[config.mk]
export PLATFORM = sky130hd
export DESIGN_NAME = avgiq_accum_ctrl_flat
export DESIGN_NICKNAME = d
export VERILOG_FILES = /design/src/rtl/avgiq_accum_ctrl_if.sv /design/src/rtl/avgiq_accum_ctrl.sv /design/src/flat_wrapper.sv
export SDC_FILE = /design/constraint.sdc
export NUM_CORES = 1
export LEC_CHECK = 0
export BUFFER_PORTS_ARGS = -buffer_cell sky130_fd_sc_hd__buf_2
export CORE_ASPECT_RATIO = 1.75
export CORE_MARGIN = 2
export CORE_UTILIZATION = 60
export CTS_CLUSTER_DIAMETER = 120
export DETAILED_ROUTE_END_ITERATION = 10
export GPL_TIMING_DRIVEN = 0
export PLACE_DENSITY = 0.88
export SLEW_MARGIN = 20
export SYNTH_ARGS = -nofsm -noshare
export SYNTH_HDL_FRONTEND = slang
export SYNTH_SLANG_ARGS = --single-unit
[constraint.sdc]
create_clock -name user_clk -period 8.2 [get_ports user_clk]
set_input_delay 0.82 -clock user_clk [delete_from_list [all_inputs] [get_ports user_clk]]
set_output_delay 0.82 -clock user_clk [all_outputs]
set_load 0.1 [all_outputs]
[src/rtl/avgiq_accum_ctrl_if.sv]
// avgiq_accum_ctrl_if: control word, sample stream and averaged result bundle for avgiq_accum_ctrl
interface avgiq_accum_ctrl_if #(
  parameter int DATA_W = 16,
  parameter int AVG_LOG2_MAX = 10
) ();
  logic [31:0] ctrl_word;
  logic sync_in;
  logic valid_in;
  logic signed [DATA_W-1:0] i_in;
  logic signed [DATA_W-1:0] q_in;
  logic signed [DATA_W-1:0] avg_i;
  logic signed [DATA_W-1:0] avg_q;
  logic busy;
  logic done;
  logic [AVG_LOG2_MAX:0] frame_cnt;
  modport master (
    output ctrl_word, sync_in, valid_in, i_in, q_in,
    input avg_i, avg_q, busy, done, frame_cnt
  );
  modport slave (
    input ctrl_word, sync_in, valid_in, i_in, q_in,
    output avg_i, avg_q, busy, done, frame_cnt
  );
endinterface

[src/rtl/avgiq_accum_ctrl.sv]
// avgiq_accum_ctrl: averages one channel's I/Q over 2^N frames; define AVGIQ_ROUND_EN for round-half-up
module avgiq_accum_ctrl #(
  parameter int DATA_W = 16,
  parameter int CH_W = 9,
  parameter int AVG_LOG2_MAX = 10
) (
  input logic user_clk,
  input logic user_rst,
  avgiq_accum_ctrl_if.slave bus
);
  localparam int ACC_W = DATA_W + AVG_LOG2_MAX;
  localparam int NW = $clog2(AVG_LOG2_MAX + 1);
  localparam logic [1:0] IDLE = 2'd0, WAIT_SYNC = 2'd1, ACCUM = 2'd2, DONE = 2'd3;
  localparam logic [AVG_LOG2_MAX:0] CNT_ONE = 1;
  localparam logic [CH_W-1:0] CH_ONE = 1;
  logic [1:0] state;
  logic start_q, start_edge, hit, last;
  logic [CH_W-1:0] ch_cnt, ch_sel, idx;
  logic [NW-1:0] n_lat, n_req;
  logic signed [ACC_W-1:0] acc_i, acc_q, sum_i, sum_q;
  logic [AVG_LOG2_MAX:0] cnt, cnt_nxt;
  logic signed [DATA_W-1:0] avg_i, avg_q;
  logic busy, done;
  logic unused_ctrl;
  assign unused_ctrl = ^{bus.ctrl_word[30:20], bus.ctrl_word[15:CH_W]};
  assign start_edge = bus.ctrl_word[31] & ~start_q;
  assign n_req = (32'(bus.ctrl_word[19:16]) > AVG_LOG2_MAX) ? NW'(AVG_LOG2_MAX) : NW'(bus.ctrl_word[19:16]);
  // a sync-tagged sample is channel 0 regardless of the running count
  assign idx = bus.sync_in ? '0 : ch_cnt;
  assign hit = bus.valid_in && idx == ch_sel && (state == ACCUM || (state == WAIT_SYNC && bus.sync_in));
  assign cnt_nxt = cnt + CNT_ONE;
  assign last = hit && cnt_nxt == (CNT_ONE << n_lat);
`ifdef AVGIQ_ROUND_EN
  assign sum_i = acc_i + ACC_W'((CNT_ONE << n_lat) >> 1);
  assign sum_q = acc_q + ACC_W'((CNT_ONE << n_lat) >> 1);
`else
  assign sum_i = acc_i;
  assign sum_q = acc_q;
`endif
  always_ff @(posedge user_clk) begin
    start_q <= bus.ctrl_word[31];
    if (user_rst) begin
      state <= IDLE;
      ch_cnt <= '0;
      ch_sel <= '0;
      n_lat <= '0;
      acc_i <= '0;
      acc_q <= '0;
      cnt <= '0;
      avg_i <= '0;
      avg_q <= '0;
      busy <= 1'b0;
      done <= 1'b0;
    end else begin
      if (bus.valid_in) ch_cnt <= bus.sync_in ? CH_ONE : ch_cnt + CH_ONE;
      if (hit) begin
        acc_i <= acc_i + ACC_W'(bus.i_in);
        acc_q <= acc_q + ACC_W'(bus.q_in);
        cnt <= cnt_nxt;
      end
      case (state)
        IDLE: if (start_edge) begin
          state <= WAIT_SYNC;
          acc_i <= '0;
          acc_q <= '0;
          cnt <= '0;
          done <= 1'b0;
          busy <= 1'b1;
          ch_sel <= bus.ctrl_word[CH_W-1:0];
          n_lat <= n_req;
        end
        WAIT_SYNC, ACCUM: state <= last ? DONE : (bus.valid_in && bus.sync_in) ? ACCUM : state;
        default: begin
          avg_i <= DATA_W'(sum_i >>> n_lat);
          avg_q <= DATA_W'(sum_q >>> n_lat);
          done <= 1'b1;
          busy <= 1'b0;
          state <= IDLE;
        end
      endcase
    end
  end
  assign bus.avg_i = avg_i;
  assign bus.avg_q = avg_q;
  assign bus.busy = busy;
  assign bus.done = done;
  assign bus.frame_cnt = cnt;
endmodule

[src/flat_wrapper.sv]
// flat-port wrapper written by rule: the top's interface ports become plain ports
module avgiq_accum_ctrl_flat 
#(
  parameter int DATA_W = 16,
  parameter int CH_W = 9,
  parameter int AVG_LOG2_MAX = 10
)
  (user_clk, user_rst, bus_ctrl_word, bus_sync_in, bus_valid_in, bus_i_in, bus_q_in, bus_avg_i, bus_avg_q, bus_busy, bus_done, bus_frame_cnt);
  avgiq_accum_ctrl_if #(.DATA_W(DATA_W), .AVG_LOG2_MAX(AVG_LOG2_MAX)) bus_i ();
  input logic user_clk;
  input logic user_rst;
  input wire logic [$bits(bus_i.ctrl_word)-1:0] bus_ctrl_word;
  input wire logic [$bits(bus_i.sync_in)-1:0] bus_sync_in;
  input wire logic [$bits(bus_i.valid_in)-1:0] bus_valid_in;
  input wire logic [$bits(bus_i.i_in)-1:0] bus_i_in;
  input wire logic [$bits(bus_i.q_in)-1:0] bus_q_in;
  output wire logic [$bits(bus_i.avg_i)-1:0] bus_avg_i;
  output wire logic [$bits(bus_i.avg_q)-1:0] bus_avg_q;
  output wire logic [$bits(bus_i.busy)-1:0] bus_busy;
  output wire logic [$bits(bus_i.done)-1:0] bus_done;
  output wire logic [$bits(bus_i.frame_cnt)-1:0] bus_frame_cnt;
  assign bus_i.ctrl_word = bus_ctrl_word;
  assign bus_i.sync_in = bus_sync_in;
  assign bus_i.valid_in = bus_valid_in;
  assign bus_i.i_in = bus_i_in;
  assign bus_i.q_in = bus_q_in;
  assign bus_avg_i = bus_i.avg_i;
  assign bus_avg_q = bus_i.avg_q;
  assign bus_busy = bus_i.busy;
  assign bus_done = bus_i.done;
  assign bus_frame_cnt = bus_i.frame_cnt;
  avgiq_accum_ctrl #(.DATA_W(DATA_W), .CH_W(CH_W), .AVG_LOG2_MAX(AVG_LOG2_MAX)) u_core (.user_clk(user_clk), .user_rst(user_rst), .bus(bus_i));
endmodule
Word level (Yosys, flattened, before mapping). Cells that the tools add are included.

Word-level logic and storage cells: 61. Flip-flop bits (word level): 122. Input port bits: 68.

Reduce and logical (&&, ||, !) cells: 12. Order comparisons: 1. Equality and inequality tests: 6. Shift operators: 3. Bitwise logic cells: 3. Multiplexer cells: 20. Add/subtract/negate cells: 4.

Operators by type and width (number): two-way mux 26 bit (6); adder 26 x 16 -> 26 bit (2); >>> shifter 26 x 4 -> 16 bit (2); two-way mux 11 bit (3); two-way mux 9 bit (2); adder 11 x 1 -> 11 bit, second input constant (1); == test 11 bit (1); << shifter 1 x 4 -> 11 bit, first input constant (1); adder 9 x 1 -> 9 bit, second input constant (1); == test 9 bit (1); two-way mux 2 bit (3); AND reduction 2 bit (3); logical AND 1 bit (5); greater-than comparator 4 bit, second input constant (1); two-way mux 4 bit (1); one-hot mux 1 bit (2 select lines) (2); one-hot mux 2 bit (2 select lines) (1); inequality test 3 x 1 -> 1 bit, second input constant (1); OR reduction 3 bit (1); == test 2 x 1 -> 1 bit, second input constant (1); == test 2 bit, second input constant (1); zero test 2 bit (1); two-way mux 1 bit (2); inequality test 2 x 1 -> 1 bit, second input constant (1); other kinds (4) (5).

Longest topological paths before layout.
Depth after elaboration: 7. Depth in mapped cells: 12.

Worst setup path after synthesis. Ideal clock, no wire load.

Path type: reg2reg. Start point: register u_core.cnt[0] (netlist: u_core.bus.frame_cnt[0]). End point: register u_core.state[0]. Data required time: 8.083 ns. Buffers on the path: 0. Clock period less this slack: 3.137 ns. Path slack: 5.063 ns. Setup time: 0.117 ns. Arrival time: 3.020 ns. Cell stages (with the launch flop): 11. Path through: dfxtp_1 -> ha_1 -> nand4_1 -> nor3_1 -> nand3_1 -> xnor2_1 -> nand3_1 -> a2111o_1 -> nor3_2 -> o21ai_2 -> a32o_1.

Cells in the longest elaborated chain, start to end: 5. Elaborated cells between the ends (all ways): 7.

Ends and longest elaborated chain: start: declaration (line avgiq_accum_ctrl.sv:21) `logic [AVG_LOG2_MAX:0] cnt, cnt_nxt;`; start signal: assignment (line avgiq_accum_ctrl.sv:59) `cnt <= cnt_nxt;`; adder 11 x 1 -> 11 bit * (line avgiq_accum_ctrl.sv:31) `assign cnt_nxt = cnt + CNT_ONE;`; == test 11 bit * (line avgiq_accum_ctrl.sv:32) `assign last = hit && cnt_nxt == (CNT_ONE << n_lat);`; logical AND 1 bit * (line avgiq_accum_ctrl.sv:32); two-way mux 2 bit / inequality test 3 x 1 -> 1 bit (equally long branches); one-hot mux 2 bit (2 select lines) / AND reduction 2 bit (equally long branches); end signal: assignment (line avgiq_accum_ctrl.sv:72) `WAIT_SYNC, ACCUM: state <= last ? DONE : (bus.valid_in && bus.sync_in) ? ACCUM : state;`; end: declaration (line avgiq_accum_ctrl.sv:16) `logic [1:0] state;`.

Mark *: on every way between the ends. The rest lies on a longest branch, timed or not. A chain may end at the register's enable or synchronous reset.

Final worst setup path.
Start point: input port bus_sync_in. End point: register u_core.acc_q[2].

Cells in the longest elaborated chain, start to end: 7. Elaborated cells between the ends (all ways): 9.

Ends and longest elaborated chain: start: declaration (line flat_wrapper.sv:13) `input wire logic [$bits(bus_i.sync_in)-1:0] bus_sync_in;`; two-way mux 9 bit (line avgiq_accum_ctrl.sv:29) `assign idx = bus.sync_in ? '0 : ch_cnt;`; == test 9 bit (line avgiq_accum_ctrl.sv:30) `assign hit = bus.valid_in && idx == ch_sel && (state == ACCUM || (state == WAIT_SYNC && bus.sync_in));`; logical AND 1 bit (line avgiq_accum_ctrl.sv:30); logical AND 1 bit * (line avgiq_accum_ctrl.sv:30); two-way mux 26 bit * (line avgiq_accum_ctrl.sv:56) `if (hit) begin`; two-way mux 26 bit (line avgiq_accum_ctrl.sv:62) `IDLE: if (start_edge) begin`; two-way mux 26 bit * (line avgiq_accum_ctrl.sv:61) `case (state)`; end signal: assignment (line avgiq_accum_ctrl.sv:58) `acc_q <= acc_q + ACC_W'(bus.q_in);`; end: declaration (line avgiq_accum_ctrl.sv:20) `logic signed [ACC_W-1:0] acc_i, acc_q, sum_i, sum_q;`.

Marked as above.

==> flow_summary.ini <==
[synthesis]
ys_warn_count = 0
yosys.area.top_type = dfxtp_1
synthCells = 1228
synth_top_area_share_pct = 25.4
ys.flop_type = dfxtp_1
ys_ff_latch = 122
synth-edff-count = 0
synth_area_per_cell_um2 = 7.84
syn-num-nets = 1355
synthDistinctLibCells = 72
synth_area_um2 = 9630
ys_async_sr_fraction_pct = 0
synth_seq_area_share_pct = 25.4
ys_top_cells_by_area = dfxtp_1 25%, mux2i_1 7.8%, ha_1 7.4%

[worst_hold_path]
worstHoldStart = u_core.ch_sel[5]
hold_depth = 2
hp-class = flip-flop to flip-flop
min_to = u_core.ch_sel[5]

[sta]
setup_viol = 0
final_max_slew_viol_count = 0
worstMarginPinSlew_ps = 891
setup_ws_ps = 4990
fin_crit_ps = 3210
max_freq_mhz = 311
period_share_pct = 39.2
hold_violations = 0
final.setup.tns_ps = 0
relSlewSlack_pct = 40.4
finClkSkew_ps = 15.2
rsz0062_at_grt = false

[grt]
grt_pass1_wl_mm = 49.8
grt_overflow = 0
track_usage_pct = 36.9
first_global_vias = 10200
antenna_found_initial = 0
grt_max_degree = 17

[route]
viasPerCell = 6.55
ant_nets = 0
vias = 10100
wl_per_cell_um = 20.5
drt_first_pass_iters = 5
drt-initial-drc-count = 784
wirelength_mm = 31.5
drc = 0

[final_layout]
final_common_cell = nand2_1
syn_to_final_growth_pct = 13.8
drive_gt1_share_pct = 13.5
antenna_cells = 0
fin_area_um2 = 11000
post_layout_nonfiller_instances = 1540
nets = 1466
utilization_pct = 69.3
layout_common_cells = 170 x nand2_1, 135 x a21oi_1, 122 x dfxtp_1
fillCellCount = 1323

[clock_tree]
post_cts_resized = 0
clkSinkCount = 122
cts_tree = built
htreeDepth = 4
root_buffer = clkbuf_16
clk_pin_slew_ps = 60
numCtsBuffers = 17
clock_latency_ps = 440
cts_buffer_depth = 2
post_cts.repair.setup_buffers = 0
postCtsHoldBufs = 0

[setup_path]
crit_path_end_kind = flip-flop
r2r-end = u_core.acc_q[23]
cp_max_fo = 10
path_cells = buf_2, buf_2, a21oi_1, o21ai_0, nand3_1, and4bb_2, buf_1, clkbuf_1, nand2_1, a21oi_1
crit_path_start_kind = input pin
cpMaxStageDelayCell = and4bb_2
crit_start = bus_sync_in
reg2regPathDepth = 11
r2r_slack_ps = 5090
cpLargestDelayFamily = buffers and inverters
crit_type = input pin to flip-flop
worstPathArrival_ps = 3580
path_buf_inv = 4
cpPeakStageDelay_ps = 560
r2r_start = u_core.acc_q[8]
cp.required_ps = 8570

[floorplanning]
rows = 61
start_util_pct = 60.9
io-pin-count = 113
die-area_um2 = 17100
core_area_um2 = 15800
die_y_um = 172
die_x_um = 99.8

[pwr]
power.density_nw_per_um2 = 198
vdd.ir_drop.worst_v = 0.000112
p_leak_uw = 0.00435

[job]
maxCapViolCount = 0

[placement]
place_congestion = 0.988
dp_cells = 1509
io_buffers = 92
postPlaceCellArea_um2 = 10300
hpwl_mm = 24.4
post-place-ws_ps = 4670

[status]
outcome = completed
how the worst max path moves through the flow:
stage,to,slack [ps],cells past startpoint
2_1_floorplan,u_core.state[0],5060,10
3_3_place_gp,u_core.acc_q[24],4700,13
3_5_place_dp,u_core.acc_q[2],4670,10
4_1_cts,u_core.acc_i[17],5100,10
5_1_grt,u_core.acc_i[18],4860,13
6_report,u_core.acc_q[2],4990,10
synthesized netlist by cell type (6+ instances only):
cell type  instances
nand3b_1           6
mux4_2            24
inv_1             31
mux2i_1           75
or3_1             12
nand2b_1          16
buf_2             13
nor2b_1           20
o21ai_1            8
buf_1             13
o31ai_1            6
mux2_2             8
a211oi_1          27
dfxtp_1          122
and2_1             9
nand3_1           35
o211ai_1          17
ha_1              57
clkbuf_1          49
xnor2_1           41
xor2_1            15
o21bai_1           6
a31oi_1           10
nand4_1           13
nor2_1           107
o21ai_0           52
a21oi_1          135
a311oi_1           6
nand2_1          170
a21o_1            19
nor3_1            24
where the power goes:
part	leakage (uW)	internal, uW	total [uW]	switching (uW)
Combinational	0.00306	233	675	442
Clock	0.000305	521	812	291
Sequential	0.000986	629	678	48.4
Total	0.00435	1380	2160	782
logic make-up after synthesis:
| family | count (synthesis) | synth area share [%] |
|---|---|---|
| compound gates | 331 | 21.2 |
| xor+xnor | 56 | 5.09 |
| fa+ha+maj | 59 | 7.82 |
| buf+inv | 108 | 4.38 |
| flops | 122 | 25.4 |
| mux | 107 | 14.3 |
| simple gates | 445 | 21.8 |
layout make-up:
class                   instances  area [um^2]  share of cell area (%)
repair buffers                 92          460                    4.20
multi-input cells             998         6770                    61.8
plain buffers                  75          298                    2.72
flip-flops and latches        122         2440                    22.3
clock inverters                12          173                    1.58
clock buffers                  19          453                    4.13
inverters                      33          124                    1.13
well taps                     189          236                    2.16
per-layer routing:
metal	share of wire, %	vias to the layer above	routed length [um]	track usage (%)
li1	-	4691	-	-
met1	33	4615	10600	34.5
met2	51	569	16000	67.0
met3	6.8	219	2130	6.79
met4	9.1	0	2870	32.6
met5	0	-	0	0
tightest hold or removal path: stages (launching register included):
cell and delay [ps]:
dfxtp_1 320, nand2_1 60, a21oi_1 50
through the flow:
step / hold WS (ps) / power (uW)
final: 471 / 2160
after global routing: 494 / 2240
after CTS: 472 / 2140
after detailed placement: 462 / 1340
after global placement: 454 / 1320
after floorplan: 442 / 1160
state kept, by name (all words and copies together), names as in the netlist:
name and cells:
u_core.bus.avg_i 16, u_core.ch_sel 9, u_core.bus.frame_cnt 11, u_core.start_q 1, u_core.n_lat 4, u_core.state 2, u_core.bus.busy 1, u_core.bus.done 1
u_core.acc_q 26, u_core.ch_cnt 9, u_core.acc_i 26, u_core.bus.avg_q 16
Note: power is estimated with default switching activity, not from simulation.
